<file path="config.mk">
export PLATFORM = sky130hd
export DESIGN_NAME = imem_arbiter
export DESIGN_NICKNAME = d
export VERILOG_FILES = /design/src/rtl/imem_pkg.sv /design/src/rtl/imem_grant_arb.sv /design/src/rtl/imem_arbiter.sv
export SDC_FILE = /design/constraint.sdc
export NUM_CORES = 1
export LEC_CHECK = 0
export ABC_CLOCK_PERIOD_IN_PS = 3220
export CORE_AREA = 2 2 83 85
export CTS_CLUSTER_DIAMETER = 200
export DETAILED_ROUTE_END_ITERATION = 10
export DIE_AREA = 0 0 85 87
export PLACE_DENSITY = 0.77
export SYNTH_ARGS = -nofsm -noshare
export SYNTH_HDL_FRONTEND = slang
export SYNTH_SLANG_ARGS = --single-unit
</file>
<file path="constraint.sdc">
create_clock -name clk -period 3.22 [get_ports clk]
set_input_delay 0.644 -clock clk [delete_from_list [all_inputs] [get_ports clk]]
set_output_delay 0.644 -clock clk [all_outputs]
set_load 0.01 [all_outputs]
</file>
<file path="src/rtl/imem_pkg.sv">
// Shared types and constants for the instruction-memory arbiter.
package imem_pkg;

  typedef enum logic [1:0] {
    ST_BOOT  = 2'd0,
    ST_DRAIN = 2'd1,
    ST_RUN   = 2'd2
  } imem_state_e;

  localparam logic [31:0] NOP_INSN           = 32'h00000013;
  localparam int          STARVE_MAX_DEFAULT = 4;

endpackage

</file>
<file path="src/rtl/imem_grant_arb.sv">
// Fetch-priority arbiter with a loader anti-starvation counter.
module imem_grant_arb
  import imem_pkg::*;
#(
  parameter int STARVE_MAX = STARVE_MAX_DEFAULT
) (
  input  logic clk,
  input  logic rst_n,
  input  logic in_boot,
  input  logic in_run,
  input  logic fetch_req,
  input  logic load_req,
  output logic fetch_gnt,
  output logic load_gnt
);

  localparam int CNT_W = (STARVE_MAX < 1) ? 1 : $clog2(STARVE_MAX + 1);

  logic [CNT_W-1:0] starve_cnt;
  logic             force_load;

  always_comb begin
    fetch_gnt  = 1'b0;
    load_gnt   = 1'b0;
    force_load = in_run && load_req && (starve_cnt == CNT_W'(STARVE_MAX));
    if (rst_n) begin
      if (in_boot) begin
        load_gnt = load_req;
      end else if (in_run) begin
        fetch_gnt = fetch_req && !force_load;
        load_gnt  = load_req && (force_load || !fetch_req);
      end
    end
  end

  // A forced grant clears the counter, so it never passes STARVE_MAX.
  always_ff @(posedge clk) begin
    if (!rst_n) begin
      starve_cnt <= '0;
    end else if (load_gnt) begin
      starve_cnt <= '0;
    end else if (in_run && load_req) begin
      starve_cnt <= starve_cnt + 1'b1;
    end
  end

endmodule

</file>
<file path="src/rtl/imem_arbiter.sv">
// Boot/run arbiter between a core fetch port and a boot loader on one RAM.
// Optional bounds checking is enabled with macro IMEM_ARBITER_BOUNDS_CHK_EN.
module imem_arbiter
  import imem_pkg::*;
#(
  parameter int  DATA_WIDTH = 32,
  parameter int  ADDR_WIDTH = 32,
  parameter int  MEM_SIZE   = 512,
  parameter int  STARVE_MAX = STARVE_MAX_DEFAULT,
  localparam int IDX_W      = $clog2(MEM_SIZE)
) (
  input  logic                  clk,
  input  logic                  rst_n,
  input  logic                  fetch_req,
  input  logic [ADDR_WIDTH-1:0] fetch_addr,
  output logic                  fetch_gnt,
  output logic                  fetch_rvalid,
  output logic [DATA_WIDTH-1:0] fetch_rdata,
  input  logic                  load_req,
  input  logic [ADDR_WIDTH-1:0] load_addr,
  input  logic [DATA_WIDTH-1:0] load_wdata,
  output logic                  load_gnt,
  input  logic                  load_done,
  output logic [IDX_W-1:0]      mem_addr,
  output logic                  mem_we,
  output logic [DATA_WIDTH-1:0] mem_wdata,
  input  logic [DATA_WIDTH-1:0] mem_rdata,
  output logic                  cpu_hold,
  output logic                  addr_err
);

  imem_state_e           state;
  logic                  in_boot;
  logic                  in_run;
  logic [ADDR_WIDTH-1:0] gnt_addr_p0;
  logic                  vld_p1;
  logic                  unused_addr_bits;

  assign in_boot = (state == ST_BOOT);
  assign in_run  = (state == ST_RUN);

  imem_grant_arb #(
    .STARVE_MAX(STARVE_MAX)
  ) u_grant_arb (
    .clk      (clk),
    .rst_n    (rst_n),
    .in_boot  (in_boot),
    .in_run   (in_run),
    .fetch_req(fetch_req),
    .load_req (load_req),
    .fetch_gnt(fetch_gnt),
    .load_gnt (load_gnt)
  );

  // p0: grant, RAM address and write
  assign gnt_addr_p0      = load_gnt ? load_addr : fetch_addr;
  assign mem_addr         = gnt_addr_p0[IDX_W+1:2];
  assign mem_wdata        = load_wdata;
  assign unused_addr_bits = ^{gnt_addr_p0[1:0], gnt_addr_p0[ADDR_WIDTH-1:IDX_W+2]};

  always_ff @(posedge clk) begin
    if (!rst_n) begin
      state    <= ST_BOOT;
      cpu_hold <= 1'b1;
      vld_p1   <= 1'b0;
    end else begin
      vld_p1 <= fetch_gnt;
      case (state)
        ST_BOOT: begin
          if (load_done) state <= ST_DRAIN;
        end
        ST_DRAIN: begin
          state    <= ST_RUN;
          cpu_hold <= 1'b0;
        end
        ST_RUN: ;
        default: begin
          state    <= ST_BOOT;
          cpu_hold <= 1'b1;
        end
      endcase
    end
  end

  // p1: read data return, one cycle after the fetch grant
  assign fetch_rvalid = vld_p1;

`ifdef IMEM_ARBITER_BOUNDS_CHK_EN
  logic oob_p0;
  logic oob_p1;
  logic addr_err_q;

  assign oob_p0 = gnt_addr_p0[ADDR_WIDTH-1:2] >= (ADDR_WIDTH-2)'(MEM_SIZE);
  assign mem_we = load_gnt && !oob_p0;

  always_ff @(posedge clk) begin
    oob_p1 <= fetch_gnt && oob_p0;
  end

  always_ff @(posedge clk) begin
    if (!rst_n) begin
      addr_err_q <= 1'b0;
    end else if ((fetch_gnt || load_gnt) && oob_p0) begin
      addr_err_q <= 1'b1;
    end
  end

  assign addr_err    = addr_err_q;
  assign fetch_rdata = oob_p1 ? DATA_WIDTH'(NOP_INSN) : mem_rdata;
`else
  assign mem_we      = load_gnt;
  assign addr_err    = 1'b0;
  assign fetch_rdata = mem_rdata;
`endif

endmodule

</file>
Word-level counts from Yosys, hierarchy flattened. Index checks and enable logic that the tools add are counted.

Output and inout port bits: 79. Logic and storage cells: 32. Flip-flop bits (word level): 7. Bits of input ports: 133.

Equal/unequal tests: 4. Reductions and logical operators: 11. Add/sub/neg operators: 1. Mux-type cells: 10. Bitwise gates (word level): 2.

Operators by type and width (number): 2-to-1 mux 11 bit (1); 2-to-1 mux 1 bit (6); case mux 2 bit (3 select lines) (1); logical AND 1 bit (4); OR reduction 2 bit (2); adder 3 x 1 -> 3 bit, second input constant (1); == test 3 bit, second input constant (1); == test 2 x 1 -> 1 bit, second input constant (1); == test 2 bit, second input constant (1); logical NOT 1 bit (2); logical NOT 2 bit (1); 2-to-1 mux 2 bit (1); != test 2 bit, second input constant (1); NOT 1 bit (2); case mux 1 bit (2 select lines) (1); AND reduction 2 bit (1); logical OR 1 bit (1).

Depth between registers and ports, before layout. Gate-level depths: netlist (run 1).

Word-level depth: 9. Depth in mapped cells: 5.

Modules after synthesis. Synthesis (run 1) repeated with hierarchy kept, for this count alone.

Cells, all modules: 111. Area, all modules: 970.9 um2.

Modules (own cells, without submodules): imem_arbiter (instances 1, cells each 89, area an instance 770.7 um2); imem_grant_arb (instances 1, cells each 22, area an instance 200.2 um2).

Least setup slack after synthesis (run 1). Ideal clock, no wire load.

Path type: in2out. Start point: input port load_req. End point: output port mem_addr[0]. Data arrival time: 1658 ps. Slack: 918 ps. Stages: 3. Path through: nand2b_4 -> a311oi_4 -> mux2_2.

Cells in the longest elaborated chain, start to end: 8.

RTL lines: start: declaration (RTL line imem_arbiter.sv:19) `input logic load_req,`; logical AND 1 bit (2 in a row) (RTL line imem_grant_arb.sv:25) `force_load = in_run && load_req && (starve_cnt == CNT_W'(STARVE_MAX));`; logical OR 1 bit (RTL line imem_grant_arb.sv:31) `load_gnt = load_req && (force_load || !fetch_req);`; logical AND 1 bit (RTL line imem_grant_arb.sv:31); 2-to-1 mux 1 bit (RTL line imem_grant_arb.sv:29) `end else if (in_run) begin`; 2-to-1 mux 1 bit (*) (RTL line imem_grant_arb.sv:27) `if (in_boot) begin`; 2-to-1 mux 1 bit (*) (RTL line imem_grant_arb.sv:26) `if (rst_n) begin`; via load_gnt (RTL line imem_arbiter.sv:22) `output logic load_gnt,`; 2-to-1 mux 11 bit (*) (RTL line imem_arbiter.sv:56) `assign gnt_addr_p0 = load_gnt ? load_addr : fetch_addr;`; end: declaration (RTL line imem_arbiter.sv:24) `output logic [IDX_W-1:0] mem_addr,`.

The timed path passes the listed nets; every way through them passes the cells marked *.

Worst setup path in the final report (run 1).
Start point: input port rst_n. End point: output port mem_addr[2].

Cells in the longest elaborated chain, start to end: 2.

RTL lines: start: declaration (RTL line imem_arbiter.sv:13) `input logic rst_n,`; 2-to-1 mux 1 bit (RTL line imem_grant_arb.sv:26); 2-to-1 mux 11 bit (RTL line imem_arbiter.sv:56).

No other way between the ends.

==> results_dict.tcl, run 1 <==
set metrics [dict create \
    status "complete, no violations" \
    clock-sinks 7 \
    hold_end "cpu_hold" \
    cts_root_buf "clkbuf_8" \
    syn_nets 244 \
    netlist-cell-type-count 19 \
    timing.final.crit_share_pct 93.9 \
    syn_to_final_growth_pct 10.1 \
    fp.dieH_microns 87 \
    p_per_area_mw_per_mm2 308 \
    power.leakage_nw 0.436 \
    path_clk_slew_ps 40 \
    synth.area.top_cells "buf_4, dfxtp_1, mux2_2, a311oi_4, ha_1" \
    worstHoldStart "cpu_hold" \
    postCtsHoldBufs 0 \
    vias 589 \
    dp_worst_setup_slack_ps -8.36 \
    cp-start-kind "primary input" \
    layout-drive-gt1-share_pct 21.8 \
    overflow 0 \
    grtUsageTotal_pct 4.65 \
    r2r-start "u_grant_arb.starve_cnt[0]" \
    start_util_pct 14.4 \
    grt_pass1_vias 598 \
    worstPathMaxFanout 5 \
    r2r-end "u_grant_arb.starve_cnt[0]" \
    syn_avg_cell_area_sq_um 8.68 \
    reg2reg_depth 5 \
    use_met2_pct 8.95 \
    netlist_area_sq_um 946 \
    vias_per_cell 3.53 \
    yosys.area.top_type_share_pct 52.4 \
    cts.path.max_buffers 2 \
    cts-htree-levels 1 \
    grtUsageMet3_pct 1.42 \
    syn_inst 109 \
    ys_seq_area_share_pct 14.8 \
    fmax_mhz 331 \
    antenna_found_initial 0 \
    min_path_type "reg -> reg" \
    final_cell_mix "clkdlybuf4s50_1, mux2_2, dlymetal6s2s_1" \
    grt.busiest_layer "met2" \
    layout.nets 223 \
    slew_violations 0 \
    finalWorstSetupSlack_ps 196 \
    ys_warn_count 0 \
    cts_buffers 3 \
    ys_ff_latch 7 \
    fin_skew_ps 1.77 \
    drc 0 \
    antennaDiodeCount 0 \
    vdd_drop_max_v 0.000185 \
    clkLatencyLatePin_ps 230 \
    end_kind "output port" \
    gr-usage-met1_pct 2.67 \
    dp.final_hpwl_mm 1.57 \
    cp.required_ps 2580 \
    rsz0062_at_grt "no" \
    place_congestion 0.681 \
    grt_max_degree 12 \
    core-area_sq_mm 0.00657 \
    die_w_microns 85 \
    dieArea_sq_mm 0.00740 \
    crit_arrival_ps 2380 \
    synth_top_area_cell "buf_4" \
    hold_depth 2 \
    first_pass_iters 3 \
    crit_type "in -> out" \
    rows 30 \
    drt_iter0_markers 9 \
    totalPowerFinal_w 0.000321 \
    post_drt_wl_per_cell_microns 12.1 \
    cts_tree "built" \
    io_pins 212 \
    r2r_slack_ps 1990 \
    detail-route-antenna-nets 0 \
    layout_commonest_cell "clkdlybuf4s50_1" \
    hold_viol 0 \
    drt-total-wl_mm 2.02 \
    io_buffers 36 \
    setup_viol 0 \
    fin_crit_ps 3020 \
    grt_first_pass_wirelength_mm 2.65 \
    drv_cap 0 \
]
Yosys cell counts:
| cell type | instances |
|---|---|
| a311oi_4 | 1 |
| a31oi_1 | 3 |
| buf_4 | 66 |
| clkbuf_1 | 1 |
| conb_1 | 1 |
| dfxtp_1 | 7 |
| ha_1 | 2 |
| inv_1 | 3 |
| mux2_2 | 9 |
| mux2i_1 | 2 |
| nand2_1 | 2 |
| nand2b_4 | 1 |
| nand3b_1 | 1 |
| nand4b_1 | 2 |
| nor2_1 | 1 |
| nor3_1 | 3 |
| nor4b_1 | 1 |
| xnor2_1 | 2 |
| xor2_1 | 1 |
worst max path at each step:
stage,slack (ps),start,cells past startpoint,end
finish,200,rst_n,7,mem_addr[2]
global placement,40,load_req,6,mem_addr[2]
floorplan,920,load_req,3,mem_addr[0]
detailed placement,-8,load_req,6,mem_addr[2]
CTS,1,load_req,6,mem_addr[8]
global route,130,rst_n,7,mem_addr[2]
where the power goes:
part | switching, W | leakage, nW | internal, W
registers | 0.00000606 | 0.0570 | 0.0000912
logic | 0.0000328 | 0.357 | 0.0000684
clock network | 0.0000370 | 0.0228 | 0.0000856
total | 0.0000759 | 0.436 | 0.000245
registers in the layout (all words and copies together), names as in the netlist:
name and cells:
fetch_rvalid 1, cpu_hold 1, u_grant_arb.starve_cnt 3, state 2
routing by layer:
metal  vias up  wire length [microns]
li1        243                      -
met2        50                    976
met5         -                      0
met1       264                    518
met4         0                    197
met3        32                    331
through the flow:
stage               hold slack (ps)  TNS, ps  cells  cell area, sq um  utilization (%)
floorplan                       463        0    109               946                -
global placement                468        0    161               942             14.3
detailed placement              471    -9.36    161               942             14.3
CTS                             484        0    165               985             15.0
global route                    503        0    167              1040             15.8
finish                          476        0    167              1040             15.8
critical path, cell delays in order:
cell and delay [ps]:
clkdlybuf4s50_1 520, inv_1 100, a311oi_4 210, buf_6 160, clkbuf_16 140, mux2_2 330
dlygate4sd2_1 280
logic make-up after synthesis:
kind of cell / after synthesis / synth area share, %
mux: 11 / 12.8
flops: 7 / 14.8
compound gates: 4 / 4.76
fa+ha+maj: 2 / 2.65
xor+xnor: 3 / 2.78
other cells: 1 / 0.396
simple gates: 11 / 7.80
buf+inv: 70 / 54.0
timing repair:
action / 4_1_cts / 5_1_grt
setup endpoints to repair: 2 / 7
buffers inserted: 0 / 1
cloned: 0 / 1
gates resized for setup: 2 / 9
final cells by class:
class / instances / area (sq um)
tap: 80 / 100
multi-input combinational: 32 / 295
clock buffer: 4 / 45.0
inverter: 3 / 11.3
sequential: 7 / 140
fill: 733 / 5530
timing repair buffer: 41 / 449
(Power assumes the default switching activity.)
==> run 2, diff against run 1 <==
--- a/config.mk
+++ b/config.mk
@@ -11,4 +11,5 @@
 export DETAILED_ROUTE_END_ITERATION = 10
 export DIE_AREA = 0 0 85 87
+export HOLD_SLACK_MARGIN = 0.03
 export PLACE_DENSITY = 0.77
 export SYNTH_ARGS = -nofsm -noshare
==> constraint.sdc (replaced) <==
create_clock -name clk -period 3.22 [get_ports clk]
set_input_delay 0.644 -clock clk [delete_from_list [all_inputs] [get_ports clk]]
set_output_delay 0.644 -clock clk [all_outputs]
set_load 0.005 [all_outputs]
==> run 2 against run 1 <==
  * Non-clock buffer count unchanged
  * Count of clock-buffer cells in the layout unchanged
  * Flip-flop and latch count unchanged
  * Clock power about the same
  * Combinational power about the same
  * Largest power group unchanged
  * Wire length decreased by 2.2%
  * Global-route usage unchanged
  * Critical endpoint unchanged
==> results_dict.tcl, run 2 (synthesized netlist as in run 1, its figures left out) <==
set metrics [dict create \
    grt_max_degree 12 \
    crit_arrival_ps 2470 \
    fmax_mhz 321 \
    layout-drive-gt1-share_pct 21.8 \
    cp_cell_sequence "clkdlybuf4s50_1 > a311oi_4 > buf_6 > buf_12 > mux2_2 > clkdlybuf4s50_1" \
    first_pass_iters 3 \
    path_clk_slew_ps 40 \
    p_per_area_mw_per_mm2 310 \
    antenna_found_initial 0 \
    cts_root_buf "clkbuf_8" \
    path_buf_inv 4 \
    vias 583 \
    place_congestion 0.681 \
    reg2reg_depth 5 \
    cts.path.max_buffers 2 \
    drc 0 \
    crit_type "in -> out" \
    cp.required_ps 2580 \
    worstPathMaxFanout 6 \
    fin_skew_ps 1.81 \
    dp.final_hpwl_mm 1.57 \
    met2_length_microns 956 \
    cts_tree "built" \
    largest_register_ffs 3 \
    fin_crit_ps 3110 \
    clkLatencyLatePin_ps 230 \
    layout_commonest_cell "clkdlybuf4s50_1" \
    dieArea_sq_mm 0.00740 \
    hold_viol 0 \
    drt_iter0_markers 12 \
    rsz0062_at_grt "no" \
    detail-route-antenna-nets 0 \
    highest_layer "met4" \
    io_pins 212 \
    cp-start-kind "primary input" \
    cp_slowest_cell "clkdlybuf4s50_1" \
    critPathTopFamily "buffers and inverters" \
    cpPeakStageDelay_ps 480 \
    antennaDiodeCount 0 \
    crit_top_cell "clkdlybuf4s50_1" \
    regMostFlops "u_grant_arb.starve_cnt" \
    crit_cells 6 \
    drv_cap 0 \
    min_path_type "reg -> reg" \
    finish.utilization_pct 15.7 \
    grtUsageTotal_pct 4.65 \
    setup_viol 0 \
    slew_violations 0 \
    grt_pass1_vias 598 \
    worstSetupEndpoint "mem_addr[2]" \
    drt-total-wl_mm 1.98 \
    start_util_pct 14.4 \
    startpoint "fetch_req" \
    timing.final.crit_share_pct 96.6 \
    top_regs "u_grant_arb.starve_cnt (3), state (2)" \
    hold_slack_ps 477 \
    post_drt_wl_per_cell_microns 11.8 \
    clock-sinks 7 \
    grt_first_pass_wirelength_mm 2.65 \
    cts-htree-levels 1 \
    power.leakage_nw 0.379 \
    syn_to_final_growth_pct 8.73 \
    dr_wl_met3_microns 311 \
    rows 30 \
    overflow 0 \
    r2r-end "u_grant_arb.starve_cnt[0]" \
    end_kind "output port" \
    die_w_microns 85 \
    vdd_drop_max_v 0.000185 \
    met1Wirelength_microns 512 \
    io_buffers 36 \
    vias_per_cell 3.49 \
    final_cell_mix "clkdlybuf4s50_1, mux2_2, dfxtp_1" \
    finalSetupTns_ps 0 \
    cts_buffers 3 \
    r2r_slack_ps 2000 \
    fp.dieH_microns 87 \
    core-area_sq_mm 0.00657 \
    status "complete, no violations" \
    layout.nets 223 \
    r2r-start "u_grant_arb.starve_cnt[0]" \
]
[run 2: cell count changes in the layout (fill, tap and decap cells not counted)]
cell	before	now
dlymetal6s2s_1	8	2
dlygate4sd2_1	2	0
clkdlybuf4s50_1	26	34
[run 2: report_power, final]
part	internal (W)	total [W]	switching (W)
combinational	0.0000714	0.0000992	0.0000277
clock	0.0000856	0.000123	0.0000371
sequential	0.0000912	0.0000975	0.00000625
[run 2: worst min path at each step]
stage                              start      endpoint  depth (start not counted)
2_1_floorplan  u_grant_arb.starve_cnt[2]  fetch_rvalid                          1
3_3_place_gp                    cpu_hold      cpu_hold                          2
3_5_place_dp                    cpu_hold      cpu_hold                          2
4_1_cts                         cpu_hold      cpu_hold                          2
5_1_grt                         cpu_hold      cpu_hold                          2
6_report                        cpu_hold      cpu_hold                          2
[run 2: timing repair]
action                     CTS  global route
setup buffers                0             1
hold buffers                 0             0
setup endpoints to repair    0             9
hold endpoints to repair     0             0
resized for setup            0             3
[run 2: metrics by stage]
| step | setup WS [ps] | instance area (sq um) | power, W | std cells |
|---|---|---|---|---|
| detailed placement | 24.7 | 942 | 0.000193 | 161 |
| global placement | 71.1 | 942 | 0.000191 | 161 |
| floorplan | 981 | 946 | 0.000195 | 109 |
| global route | 35.4 | 1030 | 0.000336 | 167 |
| finish | 108 | 1030 | 0.000319 | 167 |
| CTS | 20.3 | 987 | 0.000317 | 165 |
[run 2: routing by layer]
metal	vias to the layer above	track usage, %
li1	243	-
met2	50	8.95
met4	0	6.78
met1	258	2.67
met3	32	1.42
met5	-	0
[run 2: cell type report]
class	instances	area, sq um
clock buffer	4	45.0
fill	734	5540
inverter	3	11.3
multi-input combinational	32	295
sequential	7	140
tap	80	100
timing repair buffer	41	437
[run 2: worst register-to-register path: stages, from the launching register on]
cell	delay, ps
dfxtp_1	300
inv_1	90
ha_1	190
nand2_1	110
a31oi_1	310
nor3_1	100
==> run 3, diff against run 2 <==
- CAP_MARGIN: not set -> 40
==> results of run 3 <==
Final layout, timing and power as in run 2 (identical DEF).
